===== src/rtl/vga_timing_pkg.sv =====
// Shared definitions for the raster timing generator: controller states,
// total-period helper and standard mode presets.
package vga_timing_pkg;

    typedef enum logic [1:0] {
        IDLE     = 2'd0,
        RUN      = 2'd1,
        STOPPING = 2'd2
    } vga_state_e;

    // One complete mode description: display, porches, sync widths, polarities
    typedef struct packed {
        int   hd, hf, hs, hb;
        int   vd, vf, vs, vb;
        logic hs_pol, vs_pol;
    } vga_geom_t;

    // Total period of a line or frame: display + front porch + sync + back porch
    function automatic int calc_total(input int d, input int f, input int s, input int b);
        return d + f + s + b;
    endfunction

    localparam vga_geom_t PRESET_640X480  = '{640, 16, 96, 48, 480, 10, 2, 33, 1'b0, 1'b0};
    localparam vga_geom_t PRESET_800X600  = '{800, 40, 128, 88, 600, 1, 4, 23, 1'b1, 1'b1};
    localparam vga_geom_t PRESET_1280X720 = '{1280, 110, 40, 220, 720, 5, 5, 20, 1'b1, 1'b1};

endpackage


===== src/rtl/vga_pix_div.sv =====
// Pixel clock divider: free-running 0..CLK_DIV-1 counter from reset with a
// registered one-clk pixel_tick when the count sits at its last value.
module vga_pix_div #(
    parameter int CLK_DIV = 2
) (
    input  logic clk,
    input  logic rst_n,
    output logic pixel_tick
);

    localparam int DIV_W = (CLK_DIV > 1) ? $clog2(CLK_DIV) : 1;
    localparam logic [DIV_W-1:0] DIV_LAST = DIV_W'(CLK_DIV - 1);

    logic [DIV_W-1:0] div_cnt_q, div_cnt_d;
    logic             pixel_tick_q, pixel_tick_d;

    // Wrap the divider and flag the last count of each pixel period
    always_comb begin
        div_cnt_d    = (div_cnt_q == DIV_LAST) ? '0 : div_cnt_q + DIV_W'(1);
        pixel_tick_d = (div_cnt_q == DIV_LAST);
    end

    // Divider state; runs regardless of the raster controller
    always_ff @(posedge clk or negedge rst_n) begin
        if (!rst_n) begin
            div_cnt_q    <= '0;
            pixel_tick_q <= 1'b0;
        end else begin
            div_cnt_q    <= div_cnt_d;
            pixel_tick_q <= pixel_tick_d;
        end
    end

    assign pixel_tick = pixel_tick_q;

endmodule


===== src/rtl/vga_timing_gen.sv =====
// Parametrised raster timing generator with clean frame-boundary start/stop.
// All outputs are registered and decoded from the next counter value so the
// coordinates, syncs, video_on and strobes always describe the same pixel.
// Optional build macro VGA_TIMING_FRAME_CNT_EN adds frame_cnt and underflow_err.
module vga_timing_gen #(
    parameter int   CNT_W   = 11,
    parameter int   CLK_DIV = 2,
    parameter int   HD      = 800,
    parameter int   HF      = 40,
    parameter int   HS      = 128,
    parameter int   HB      = 88,
    parameter int   VD      = 600,
    parameter int   VF      = 1,
    parameter int   VS      = 4,
    parameter int   VB      = 23,
    parameter logic HS_POL  = 1'b1,
    parameter logic VS_POL  = 1'b1
) (
    input  logic             clk,
    input  logic             rst_n,
    input  logic             en,
    output logic             pixel_tick,
    output logic [CNT_W-1:0] pixel_x,
    output logic [CNT_W-1:0] pixel_y,
    output logic             hsync,
    output logic             vsync,
    output logic             video_on,
    output logic             line_start,
    output logic             frame_start,
    output logic             running
`ifdef VGA_TIMING_FRAME_CNT_EN
    ,
    output logic [15:0]      frame_cnt,
    output logic             underflow_err
`endif
);
    import vga_timing_pkg::*;

    localparam int H_TOTAL = calc_total(HD, HF, HS, HB);
    localparam int V_TOTAL = calc_total(VD, VF, VS, VB);

    // Inclusive bounds keep every constant inside CNT_W even with zero porches
    localparam logic [CNT_W-1:0] H_LAST   = CNT_W'(H_TOTAL - 1);
    localparam logic [CNT_W-1:0] H_DISP_L = CNT_W'(HD - 1);
    localparam logic [CNT_W-1:0] H_SYNC_F = CNT_W'(HD + HF);
    localparam logic [CNT_W-1:0] H_SYNC_L = CNT_W'(HD + HF + HS - 1);
    localparam logic [CNT_W-1:0] V_LAST   = CNT_W'(V_TOTAL - 1);
    localparam logic [CNT_W-1:0] V_DISP_L = CNT_W'(VD - 1);
    localparam logic [CNT_W-1:0] V_SYNC_F = CNT_W'(VD + VF);
    localparam logic [CNT_W-1:0] V_SYNC_L = CNT_W'(VD + VF + VS - 1);

    if (H_TOTAL > (1 << CNT_W) || V_TOTAL > (1 << CNT_W)) begin : g_bad_cnt_w
        $error("vga_timing_gen: CNT_W=%0d cannot hold H_TOTAL-1=%0d / V_TOTAL-1=%0d",
               CNT_W, H_TOTAL - 1, V_TOTAL - 1);
    end
    if (CLK_DIV < 1) begin : g_bad_clk_div
        $error("vga_timing_gen: CLK_DIV=%0d must be >= 1", CLK_DIV);
    end

    logic tick;

    vga_pix_div #(.CLK_DIV(CLK_DIV)) u_pix_div (
        .clk        (clk),
        .rst_n      (rst_n),
        .pixel_tick (tick)
    );

    vga_state_e       state_q, state_d;
    logic [CNT_W-1:0] h_q, h_d, v_q, v_d, h_adv, v_adv;
    logic             h_wrap, v_wrap, active;
    logic             hsync_q, hsync_d, vsync_q, vsync_d, video_on_q, video_on_d;
    logic             line_start_q, line_start_d, frame_start_q, frame_start_d;
    logic             running_q, running_d;

    // Next state, next raster position and the outputs decoded from it;
    // everything holds between pixel ticks
    always_comb begin
        h_wrap = (h_q == H_LAST);
        v_wrap = (v_q == V_LAST);
        h_adv  = h_wrap ? '0 : h_q + CNT_W'(1);
        v_adv  = h_wrap ? (v_wrap ? '0 : v_q + CNT_W'(1)) : v_q;

        state_d       = state_q;
        h_d           = h_q;
        v_d           = v_q;
        hsync_d       = hsync_q;
        vsync_d       = vsync_q;
        video_on_d    = video_on_q;
        line_start_d  = line_start_q;
        frame_start_d = frame_start_q;
        running_d     = running_q;
        active        = 1'b0;

        if (tick) begin
            case (state_q)
                IDLE:     if (en) state_d = RUN;
                RUN:      if (!en) state_d = STOPPING;
                STOPPING: begin
                    if (en)                  state_d = RUN;
                    else if (h_wrap && v_wrap) state_d = IDLE;
                end
                default:  state_d = IDLE;
            endcase

            // Leaving IDLE shows pixel (0,0); the stop point wraps to 0 anyway
            h_d    = (state_q == IDLE) ? '0 : h_adv;
            v_d    = (state_q == IDLE) ? '0 : v_adv;
            active = (state_d != IDLE);

            hsync_d       = (active && h_d >= H_SYNC_F && h_d <= H_SYNC_L) ? HS_POL : ~HS_POL;
            vsync_d       = (active && v_d >= V_SYNC_F && v_d <= V_SYNC_L) ? VS_POL : ~VS_POL;
            video_on_d    = active && (h_d <= H_DISP_L) && (v_d <= V_DISP_L);
            line_start_d  = active && (h_d == '0);
            frame_start_d = active && (h_d == '0) && (v_d == '0);
            running_d     = active;
        end
    end

    // Controller state, counters and registered outputs
    always_ff @(posedge clk or negedge rst_n) begin
        if (!rst_n) begin
            state_q       <= IDLE;
            h_q           <= '0;
            v_q           <= '0;
            hsync_q       <= ~HS_POL;
            vsync_q       <= ~VS_POL;
            video_on_q    <= 1'b0;
            line_start_q  <= 1'b0;
            frame_start_q <= 1'b0;
            running_q     <= 1'b0;
        end else begin
            state_q       <= state_d;
            h_q           <= h_d;
            v_q           <= v_d;
            hsync_q       <= hsync_d;
            vsync_q       <= vsync_d;
            video_on_q    <= video_on_d;
            line_start_q  <= line_start_d;
            frame_start_q <= frame_start_d;
            running_q     <= running_d;
        end
    end

    assign pixel_tick  = tick;
    assign pixel_x     = h_q;
    assign pixel_y     = v_q;
    assign hsync       = hsync_q;
    assign vsync       = vsync_q;
    assign video_on    = video_on_q;
    assign line_start  = line_start_q;
    assign frame_start = frame_start_q;
    assign running     = running_q;

`ifdef VGA_TIMING_FRAME_CNT_EN
    logic [15:0] frame_cnt_q, frame_cnt_d;
    logic        underflow_q, underflow_d, drop_last_q, drop_last_d;

    // Frame counter, plus a sticky error when en drops and comes back
    // while the last line of a stopping frame is being scanned
    always_comb begin
        frame_cnt_d = frame_cnt_q;
        underflow_d = underflow_q;
        drop_last_d = drop_last_q;
        if (tick) begin
            if (frame_start_d) frame_cnt_d = frame_cnt_q + 16'd1;
            if (v_q == V_LAST && state_q != IDLE) begin
                if (!en)                                   drop_last_d = 1'b1;
                else if (drop_last_q && state_q == STOPPING) underflow_d = 1'b1;
            end
            if (v_d != V_LAST) drop_last_d = 1'b0;
        end
    end

    // Frame counter and error flag registers
    always_ff @(posedge clk or negedge rst_n) begin
        if (!rst_n) begin
            frame_cnt_q <= '0;
            underflow_q <= 1'b0;
            drop_last_q <= 1'b0;
        end else begin
            frame_cnt_q <= frame_cnt_d;
            underflow_q <= underflow_d;
            drop_last_q <= drop_last_d;
        end
    end

    assign frame_cnt     = frame_cnt_q;
    assign underflow_err = underflow_q;
`endif

endmodule


===== config.mk =====
export PLATFORM = sky130hd
export DESIGN_NAME = vga_timing_gen
export DESIGN_NICKNAME = d
export VERILOG_FILES = /design/src/rtl/vga_timing_pkg.sv /design/src/rtl/vga_pix_div.sv /design/src/rtl/vga_timing_gen.sv
export SDC_FILE = /design/constraint.sdc
export NUM_CORES = 1
export LEC_CHECK = 0
export ABC_AREA = 1
export ABC_CLOCK_PERIOD_IN_PS = 2300
export CAP_MARGIN = 10
export CORE_MARGIN = 2
export CORE_UTILIZATION = 37
export DETAILED_ROUTE_END_ITERATION = 7
export GPL_TIMING_DRIVEN = 1
export PLACE_DENSITY = 0.7
export SYNTH_ARGS = -nofsm -noshare
export SYNTH_HDL_FRONTEND = slang
export SYNTH_HIERARCHICAL = 1
export SYNTH_SLANG_ARGS = --single-unit

===== constraint.sdc =====
create_clock -name clk -period 2.3 [get_ports clk]
set_input_delay 0.69 -clock clk [delete_from_list [all_inputs] [get_ports clk]]
set_output_delay 0.69 -clock clk [all_outputs]
set_load 0.01 [all_outputs]

Yosys cells after proc, flatten, opt, wreduce, memory -nomap -nowiden
Cells that the tools add are included.
Operators by class
  add/sub/neg operators: 3
  $mul: 0
  divide/modulo/power cells: 0
  $lt $le $gt $ge: 6
  equal/unequal tests: 4
  shifts and indexed selects: 0
  multiplexer cells: 14
  bitwise gates (word level): 0
  reductions and logical operators: 13
Operator list (count)
  11-bit 2-to-1 mux: 5
  11-bit by 10-bit <= comparator with 1-bit output, second input constant: 4
  11-bit by 1-bit adder with 11-bit output, second input constant: 2
  11-bit by 10-bit greater-or-equal comparator with 1-bit output, second input constant: 2
  11-bit zero test: 2
  11-bit by 10-bit == test with 1-bit output, second input constant: 1
  11-bit == test, second input constant: 1
  2-bit 2-to-1 mux: 5
  1-bit logical AND: 9
  2-bit case mux with 3 select lines: 1
  1-bit 2-to-1 mux: 3
  2-bit by 1-bit == test with 1-bit output, second input constant: 1
  2-bit == test, second input constant: 1
  2-bit zero test: 1
  2-bit nonzero test: 1
  1-bit adder, second input constant: 1
Storage, ports and cells
  flip-flop bits (word level): 32
  latch bits: 0
  RAM bits: 0
  memory bits (read-only): 0
  bits of input ports: 3
  output and inout port bits: 29
  word-level logic and storage cells: 51
  memories: 0

Longest topological paths before layout
Gate-level depths: netlist (run 1).
  depth after elaboration: 10
  mapped depth: 17
  depth with buffers taken out: 17

Cells and area by module
Netlist (run 1), hierarchy kept.
By module, submodules not included
  vga_timing_gen: instances 1, cells an instance 321, area an instance 2118.3 um^2, sequential area each 750.7 um^2
  vga_pix_div: instances 1, cells an instance 3, area an instance 53.8 um^2, sequential area each 50.0 um^2

Worst setup path after synthesis (run 1)
Ideal clock, no wire load.
  path kind: register to register
  start: register v_q[0] (netlist: pixel_y[0])
  end: register vsync_q (netlist: vsync)
  setup time: 0.116 ns
  arrival: 1.854 ns
  required time: 2.184 ns
  setup slack: 0.329 ns
  cell stages (with the launch flop): 17
  path buffers: 0
  clock period less this slack: 1.971 ns
  cell sequence: dfrtp_1 -> ha_1 -> inv_1 -> nor2_1 -> nand2_1 -> nand2_1 -> nand2_1 -> nand2_1 -> nand2_1 -> nand2_1 -> nand3_1 -> nor2_1 -> nand2_1 -> nand2_1 -> nand3_1 -> nand2_1 -> nand2_1
Between the ends
  longest elaborated chain between the ends: 10
  elaborated cells on any way between the ends: 16
  those cells by class: add/sub (1); order compare (2); eq/ne (1); mux (8); reduce/logical (4)
Ends and longest elaborated chain
  start: declaration: RTL line vga_timing_gen.sv:69  | logic [CNT_W-1:0] h_q, h_d, v_q, v_d, h_adv, v_adv;
  start signal: assignment: RTL line vga_timing_gen.sv:134  | v_q <= v_d;
  branches (longest 8 deep; another with 11-bit by 1-bit adder with 11-bit output)
  1-bit logical AND (*): RTL line vga_timing_gen.sv:111  | vsync_d = (active && v_d >= V_SYNC_F && v_d <= V_SYNC_L) ? VS_POL : ~VS_POL;
  1-bit 2-to-1 mux (*): RTL line vga_timing_gen.sv:111
  end signal: assignment: RTL line vga_timing_gen.sv:126  | vsync_q <= ~VS_POL;
  end signal: assignment: RTL line vga_timing_gen.sv:136  | vsync_q <= vsync_d;
  end: declaration: RTL line vga_timing_gen.sv:71  | logic hsync_q, hsync_d, vsync_q, vsync_d, video_on_q, video_on_d;
Mark *: on every way between the ends. The select of a mux whose other input is x is not followed.
A chain may end at the register's enable or synchronous reset.

Final worst setup path (run 1)
  start: register h_q[1] (netlist: pixel_x[1])
  end: register vsync_q (netlist: vsync)
Between the ends
  longest elaborated chain between the ends: 10
  elaborated cells on any way between the ends: 14
  those cells by class: order compare (2); eq/ne (1); mux (7); reduce/logical (4)
Ends and longest elaborated chain
  start: declaration: RTL line vga_timing_gen.sv:69
  start signal: assignment: RTL line vga_timing_gen.sv:123  | h_q <= '0;
  start signal: assignment: RTL line vga_timing_gen.sv:133  | h_q <= h_d;
  11-bit == test (*): RTL line vga_timing_gen.sv:78  | h_wrap = (h_q == H_LAST);
  branches (longest 7 deep; another with 11-bit by 10-bit greater-or-equal comparator with 1-bit output)
  1-bit logical AND (*): RTL line vga_timing_gen.sv:111
  1-bit 2-to-1 mux (*): RTL line vga_timing_gen.sv:111
Marks and branches as above.

==> summary.txt, run 1 <==
Routing
  • Starting DRT DRC Count: approximately 210
  • Via count: ~2300
  • Routed WL: 5.88 mm
  • Wire per inst: about 13 um
  • Drt drc: 0
  • Antenna-violating nets left: 0
  • Vias per cell: between 5 and 6
  • Pre-antenna DRT Iters: 5

CTS
  • Clock Latency Late Sink: approximately 290 ps
  • Clk slew on worst S/H paths: 70 ps
  • Hold_buf cts: 0
  • Root Driver: clkbuf_8
  • CTS tree: done
  • CTS Buffer Depth: 2
  • CTS Sinks: 32
  • TritonCTS Buffers: 5
  • CTS HTree Levels: 2

STA
  • Period utilization: 91.7%
  • Worst-margin pin slew: ~450 ps
  • Period minus WS final: ~2100 ps
  • Final hold vios: 0
  • Final Setup Violations: 0
  • TNS Setup: 0 ps
  • Final setup margin: 192 ps
  • Slew HR: 69.7%
  • Fin Clk Skew: 13.1 ps
  • RSZ-0062 raised after global routing: false
  • Final slew viol count: 0
  • Max frequency: 0.474 GHz

Yosys
  • Synth Instances: 324
  • YS warnings: 6
  • Syn_area_per_cell: 6.70 um^2
  • Post-synthesis share of cell area spent on xor and xnor gates: between 1.5 and 2%
  • Synth Register Bits: 32
  • Distinct cells, synth: 28
  • Post-Synthesis Cell Area: 2170 um^2
  • Post-synth top area share: 36.9%
  • Ranking of synthesized cells by area: dfrtp_1 37%, nand2_1 18%, nand3_1 8.3%
  • Simple-Gate Fraction of Synth Area: 42.6%
  • Syn Nets: 329
  • Synth Area in Compound Gates: a little under a tenth
  • Largest family of logic cells by synthesized area: simple AND/OR/NAND/NOR gates
  • Post-synth ARST share: 100%
  • Mux cell area share after synthesis: 0%
  • Adder-Cell Fraction of Synth Area: 1.15%
  • Post-synth EDFFs: 0
  • Sequential cell area fraction in the yosys report: 36.9%
  • Post-synth top area cell: dfrtp_1
  • Top_reg_cell synth: dfrtp_1

Final layout
  • Share of cells above drive strength 1: a little over a tenth
  • Filler cell count: 540
  • Layout area overhead: 28.4%
  • Antenna diode count: 0
  • FF+latch area: 801 um^2
  • Multi-input gate area: roughly 1200 um^2
  • Nets: roughly 380

Run status
  • Status: finished, final reports clean

Critical path
  • Critical path fanouts, max: 5
  • Worst setup EP type: flop
  • CP arrival: between 2000 and 2500 ps
  • Critical Path Source: pixel_x[1]
  • CP required: 2530 ps
  • Critical path class: flop to flop
  • Worst r2r src: pixel_x[1]
  • Setup crit start kind: flop

Die
  • Initial Utilization: approximately two fifths
  • Die width: 80.6 um
  • # rows: 27
  • Die Ht: 80.6 um
  • Core Area: roughly 5600 um^2
  • # IOs: 32
  • Die ar.: 6500 um^2

Pwr
  • Sequential share of power: 43.9%
  • Switching Power: 0.000351 W
  • Worst IR Drop VDD: 0.294 mV
  • Net Sw Frac: 24.8%
  • Pwr dens: 508 nW/um^2
  • Pint: 0.00107 W
  • Clock Power Share: a little over two fifths
  • Comb pwr share: 13.4%
  • Pleak: 1.22 nW

Global routing
  • Initial antenna violation count: 0
  • Vias in the first global route: 2006
  • Global route overflow: 0
  • Total track usage: 19.4%
  • First-pass GRT wire length: 9.69 mm
  • Largest net degree at the start of global routing: 33

Hold path
  • Hold_sp: u_pix_div/div_cnt_q
  • HP Class: flop to flop

Placement
  • # port buffers: 31
  • Dpl hpwl: 4.42 mm
  • Pre-CTS setup slack: 56.8 ps
  • Placer congestion estimate: around 0.91

Job
  • Max-Cap Viols: 0
==> Yosys cell counts (2+ instances only) <==
master      n
nand2_1   105
nand3_1    36
inv_1      34
o21ai_0    34
dfrtp_1    32
nor2_1     27
nand4_1    10
nor3_1      8
clkbuf_1    6
nand3b_1    5
nand3_2     3
a21oi_1     2
ha_1        2
inv_2       2
nor2_2      2
nor4_1      2
xnor2_1     2
xor2_1      2
==> path summary, 6_finish.rpt <==
kind | cells after the start | slack, ps | to
min in group asynchronous | 2 | 790 | pixel_x[2]
max in group asynchronous | 2 | 1210 | pixel_y[6]
min | 0 | 370 | u_pix_div/pixel_tick
min reg2reg | 0 | 370 | u_pix_div/pixel_tick
max reg2reg | 12 | 190 | vsync
max | 12 | 190 | vsync
==> per-layer routing <==
metal / track usage, % / routed length (um) / vias to the layer above
li1: - / - / 1154
met1: 28.4 / 2810 / 1050
met2: 29.0 / 2630 / 85
met3: 3.82 / 386 / 6
met4: 5.25 / 51 / 0
met5: 0 / 0 / -
==> repair_timing <==
action	in CTS	in global routing
gates resized for setup	0	2
buffers inserted	0	3
hold endpoints to repair	0	0
endpoints found under the setup margin	0	5
==> power by group through the flow <==
stage          combinational, W  clock [W]  sequential (W)
2_1_floorplan         0.0000791          0        0.000643
3_3_place_gp           0.000189          0        0.000632
3_5_place_dp           0.000189          0        0.000632
4_1_cts                0.000190   0.000616        0.000622
5_1_grt                0.000209   0.000647        0.000626
6_report               0.000190   0.000604        0.000622
==> through the flow <==
step | cell area [um^2] | std cells | hold slack [ps] | power (W) | util (%)
after global routing | 2790 | 444 | 398 | 0.00148 | 50.0
final | 2790 | 444 | 374 | 0.00142 | 50.0
after floorplan | 2170 | 324 | 354 | 0.000722 | -
after global placement | 2630 | 432 | 360 | 0.000821 | 47.1
after detailed placement | 2630 | 432 | 361 | 0.000821 | 47.1
after CTS | 2750 | 440 | 377 | 0.00143 | 49.4
==> logic make-up (layout without fill, tap and decap cells) <==
logic type               count (synthesis)  count (layout)
flip-flops                              32              32
adder cells (fa/ha/maj)                  2               2
XOR/XNOR                                 4               4
buffers and inverters                   45              92
AND/OR/NAND/NOR                        204             205
AO/OA/AOI/OAI                           37              37
==> final cells by class <==
class / count / share of cell area, %
multi-input cells: 248 / 43.0
flip-flops and latches: 32 / 28.7
repair buffers: 48 / 15.7
inverters: 36 / 4.85
clock buffers: 7 / 3.45
well taps: 72 / 3.23
clock inverters: 1 / 1.08
==> cell usage in the layout (no fill, tap or decap), types with 2 or more instances in the layout <==
| cell type | count |
|---|---|
| nand3b_1 | 5 |
| nand4_1 | 10 |
| clkdlybuf4s50_1 | 31 |
| nand3_1 | 36 |
| inv_2 | 2 |
| nor4_1 | 2 |
| nor2_1 | 27 |
| clkbuf_8 | 7 |
| nor2_2 | 3 |
| nor3_1 | 8 |
| a21oi_1 | 2 |
| nand3_2 | 3 |
| xnor2_1 | 2 |
| o21ai_0 | 34 |
| nand2_1 | 105 |
| dfrtp_1 | 32 |
| inv_1 | 34 |
| xor2_1 | 2 |
| buf_4 | 17 |
==> state kept, by name (all words and copies together), names as in the netlist <==
register / flops
pixel_x: 11
pixel_y: 11
state_q: 2
frame_start: 1
hsync: 1
line_start: 1
running: 1
u_pix_div/div_cnt_q: 1
u_pix_div/pixel_tick: 1
video_on: 1
vsync: 1
==> worst max-delay path, stage by stage (launching register included) <==
cell and delay [ps]:
dfrtp_1 400, ha_2 250, nand4_2 200, nor2_4 210, buf_4 170, buf_4 110
xor2_1 140, nand2_1 110, nand3_1 120, nand3_1 90, a21oi_1 130, nand2_1 60
nand2_1 50
(Power assumes the default switching activity.)
==> run 2, diff against run 1 <==
Settings changed: CTS_BUF_LIST set to sky130_fd_sc_hd__clkbuf_16, PLACE_DENSITY 0.7 to unset, PLACE_DENSITY_LB_ADDON set to 0.2.
==> run 2 against run 1 <==
  * Final cell count is the same
  * Maximum frequency grew 1.2%
  * First-iteration DRC count grew 4.7%
  * Critical path type unchanged
  * Combinational power is essentially flat
  * Largest cell class unchanged
  * Sequential power grew 0.6%
  * Routed wire length grew 1.0%
  * Worst hold slack gained 4.8 ps
  * Clock power grew 6.5%
==> summary.txt, run 2 (same netlist as run 1, synthesis figures left out) <==
CTS
  • Clk slew on worst S/H paths: 50 ps (-20 ps)
  • CTS tree: done
  • Root Driver: clkbuf_16
  • CTS Sinks: 32 (unchanged)
  • CTS Buffer Depth: 2 (unchanged)
  • TritonCTS Buffers: 5 (unchanged)
  • Clock Latency Late Sink: 280 ps (about the same)
  • CTS HTree Levels: 2 (unchanged)

Pwr
  • Switching Power: 0.000381 W (+8.6%)
  • Total power: 0.00146 W (+3.0%)
  • Sequential share of power: 42.9% (-1.0 points)
  • Net Sw Frac: 26.1% (+1.4 points)
  • Clock Power Share: 44.1% (+1.5 points)
  • Worst IR Drop VDD: 0.377 mV (+28%)
  • Pint: 0.00108 W (+1.1%)
  • Pleak: 1.24 nW (+1.0%)
  • Pwr dens: 518 nW/um^2 (+2.0%)
  • Comb pwr share: 13.0% (-0.4 points)

Placement
  • Placed instance area: 2640 um^2 (+0.57%)
  • Dpl hpwl: 4.50 mm (+1.8%)
  • Pre-CTS setup slack: 121 ps (+64.1 ps)
  • # port buffers: 31 (unchanged)
  • Placer congestion estimate: 0.901 (-1.3%)

STA
  • Final slew viol count: 0 (unchanged)
  • Period minus WS final: 2080 ps (-24.3 ps)
  • Final setup margin: 216 ps (+24.3 ps)
  • Max frequency: 0.480 GHz (+1.2%)
  • Final hold vios: 0 (unchanged)
  • Period utilization: 90.6% (-1.1 points)
  • Worst-margin pin slew: 456 ps (+2.75 ps)
  • TNS Setup: 0 ps (unchanged)
  • Fin Clk Skew: 4.14 ps (-8.95 ps)
  • RSZ-0062 raised after global routing: false
  • Slew HR: 69.6% (-0.18 points)
  • Final Setup Violations: 0 (unchanged)

Die
  • Initial Utilization: 39.0% (unchanged)
  • Die ar.: 6500 um^2 (unchanged)
  • Die width: 80.6 um (unchanged)
  • # rows: 27 (unchanged)
  • Die Ht: 80.6 um (unchanged)
  • # IOs: 32 (unchanged)
  • Core Area: 5570 um^2 (unchanged)

Routing
  • Routed WL: 5.94 mm (+1.0%)
  • Vias per cell: 5.12 (-0.87%)
  • Wire per inst: 13.4 um (+1.0%)
  • Via count: 2275 (-0.87%)
  • Starting DRT DRC Count: 221 (+4.7%)
  • Antenna-violating nets left: 0 (unchanged)
  • Drt drc: 0 (unchanged)
  • Pre-antenna DRT Iters: 5 (unchanged)

Critical path
  • Worst setup EP type: flop
  • Critical-path cell list: ha_2, nand4_4, nor2_4, buf_4, nand2_1, nand2_1, nand2_1, nor2_1, nand2_1, nand3_1, nand2_1, nand2_1, nand3_1, nand2_1, nand2_1
  • Slowest CP cell: dfrtp_1
  • Setup crit start kind: flop
  • WP buf/inv: 1 (-1)
  • Worst path max stage delay: 380 ps (-20 ps)
  • CP dominant cell by count: nand2_1
  • Critical path class: flop to flop
  • CP required: 2470 ps (-60 ps)
  • CP arrival: 2260 ps (-70 ps)
  • Critical path fanouts, max: 9 (+4)
  • Family with the most delay on the worst path: simple AND/OR/NAND/NOR gates

Global routing
  • Total track usage: 20.2% (+0.72 points)
  • Largest net degree at the start of global routing: 33 (unchanged)
  • First-pass GRT wire length: 10.1 mm (+4.3%)
  • Initial antenna violation count: 0 (unchanged)
  • Vias in the first global route: 2096 (+4.5%)
  • Global route overflow: 0 (unchanged)

Run status
  • Status: finished, final reports clean

Final layout
  • Post-route cell area: 2820 um^2 (+0.94%)
  • Nets: 376 (unchanged)
  • Share of cells above drive strength 1: 10.2% (-0.27 points)
  • Core Util, Final: 50.5% (+0.47 points)
  • Layout area overhead: 29.6%
  • Filler cell count: 575 (+6.5%)
  • Commonest non-fill, non-tap cell in the layout: nand2_1
  • Commonest cells after routing, fill and taps aside: 104 x nand2_1, 36 x nand3_1, 35 x inv_1
  • Antenna diode count: 0 (unchanged)

Job
  • Max-Cap Viols: 0 (unchanged)

Hold path
  • HP Class: flop to flop
[run 2: metrics by stage]
stage               cells  hold WS, ps
global route          444          398
detailed placement    434          370
finish                444          379
floorplan             324          354
global placement      434          364
CTS                   442          382
[run 2: layer usage]
layer / global-route usage [%] / vias to the layer above / part of all wire, %
met5: 0 / - / 0
met4: 6.95 / 0 / 1.6
met3: 3.93 / 13 / 4.8
met2: 30.3 / 73 / 45
met1: 28.7 / 1030 / 49
li1: - / 1159 / -
[run 2: repair_timing]
action,CTS,global route
setup buffers,0,2
gates resized for setup,0,4
setup endpoints to repair,0,2
hold buffers,0,0
[run 2: layout make-up]
class / count / area [um^2] / share of cell area, %
multi-input cells: 247 / 1200 / 42.8
well taps: 72 / 90.1 / 3.20
clock buffers: 5 / 125 / 4.44
flip-flops and latches: 32 / 801 / 28.4
repair buffers: 49 / 445 / 15.8
clock inverters: 3 / 15.0 / 0.533
inverters: 36 / 135 / 4.80
[run 2: power groups by stage]
stage                     registers [W]  logic [W]  clock network [W]
after floorplan                0.000643  0.0000791                  0
after global placement         0.000633   0.000189                  0
after detailed placement       0.000633   0.000189                  0
after CTS                      0.000624   0.000189           0.000656
after global routing           0.000630   0.000215           0.000681
final                          0.000626   0.000190           0.000643
[run 2: path summary, 6_finish.rpt]
kind | from | slack [ps] | cells after the start | end
setup / recovery | pixel_x[1] | 220 | 15 | vsync
hold / removal | u_pix_div/div_cnt_q | 380 | 0 | u_pix_div/pixel_tick
setup reg to reg | pixel_x[1] | 220 | 15 | vsync
hold reg to reg | u_pix_div/div_cnt_q | 380 | 0 | u_pix_div/pixel_tick
max in group asynchronous | rst_n | 1190 | 2 | pixel_y[3]
min in group asynchronous | rst_n | 810 | 2 | pixel_x[2]
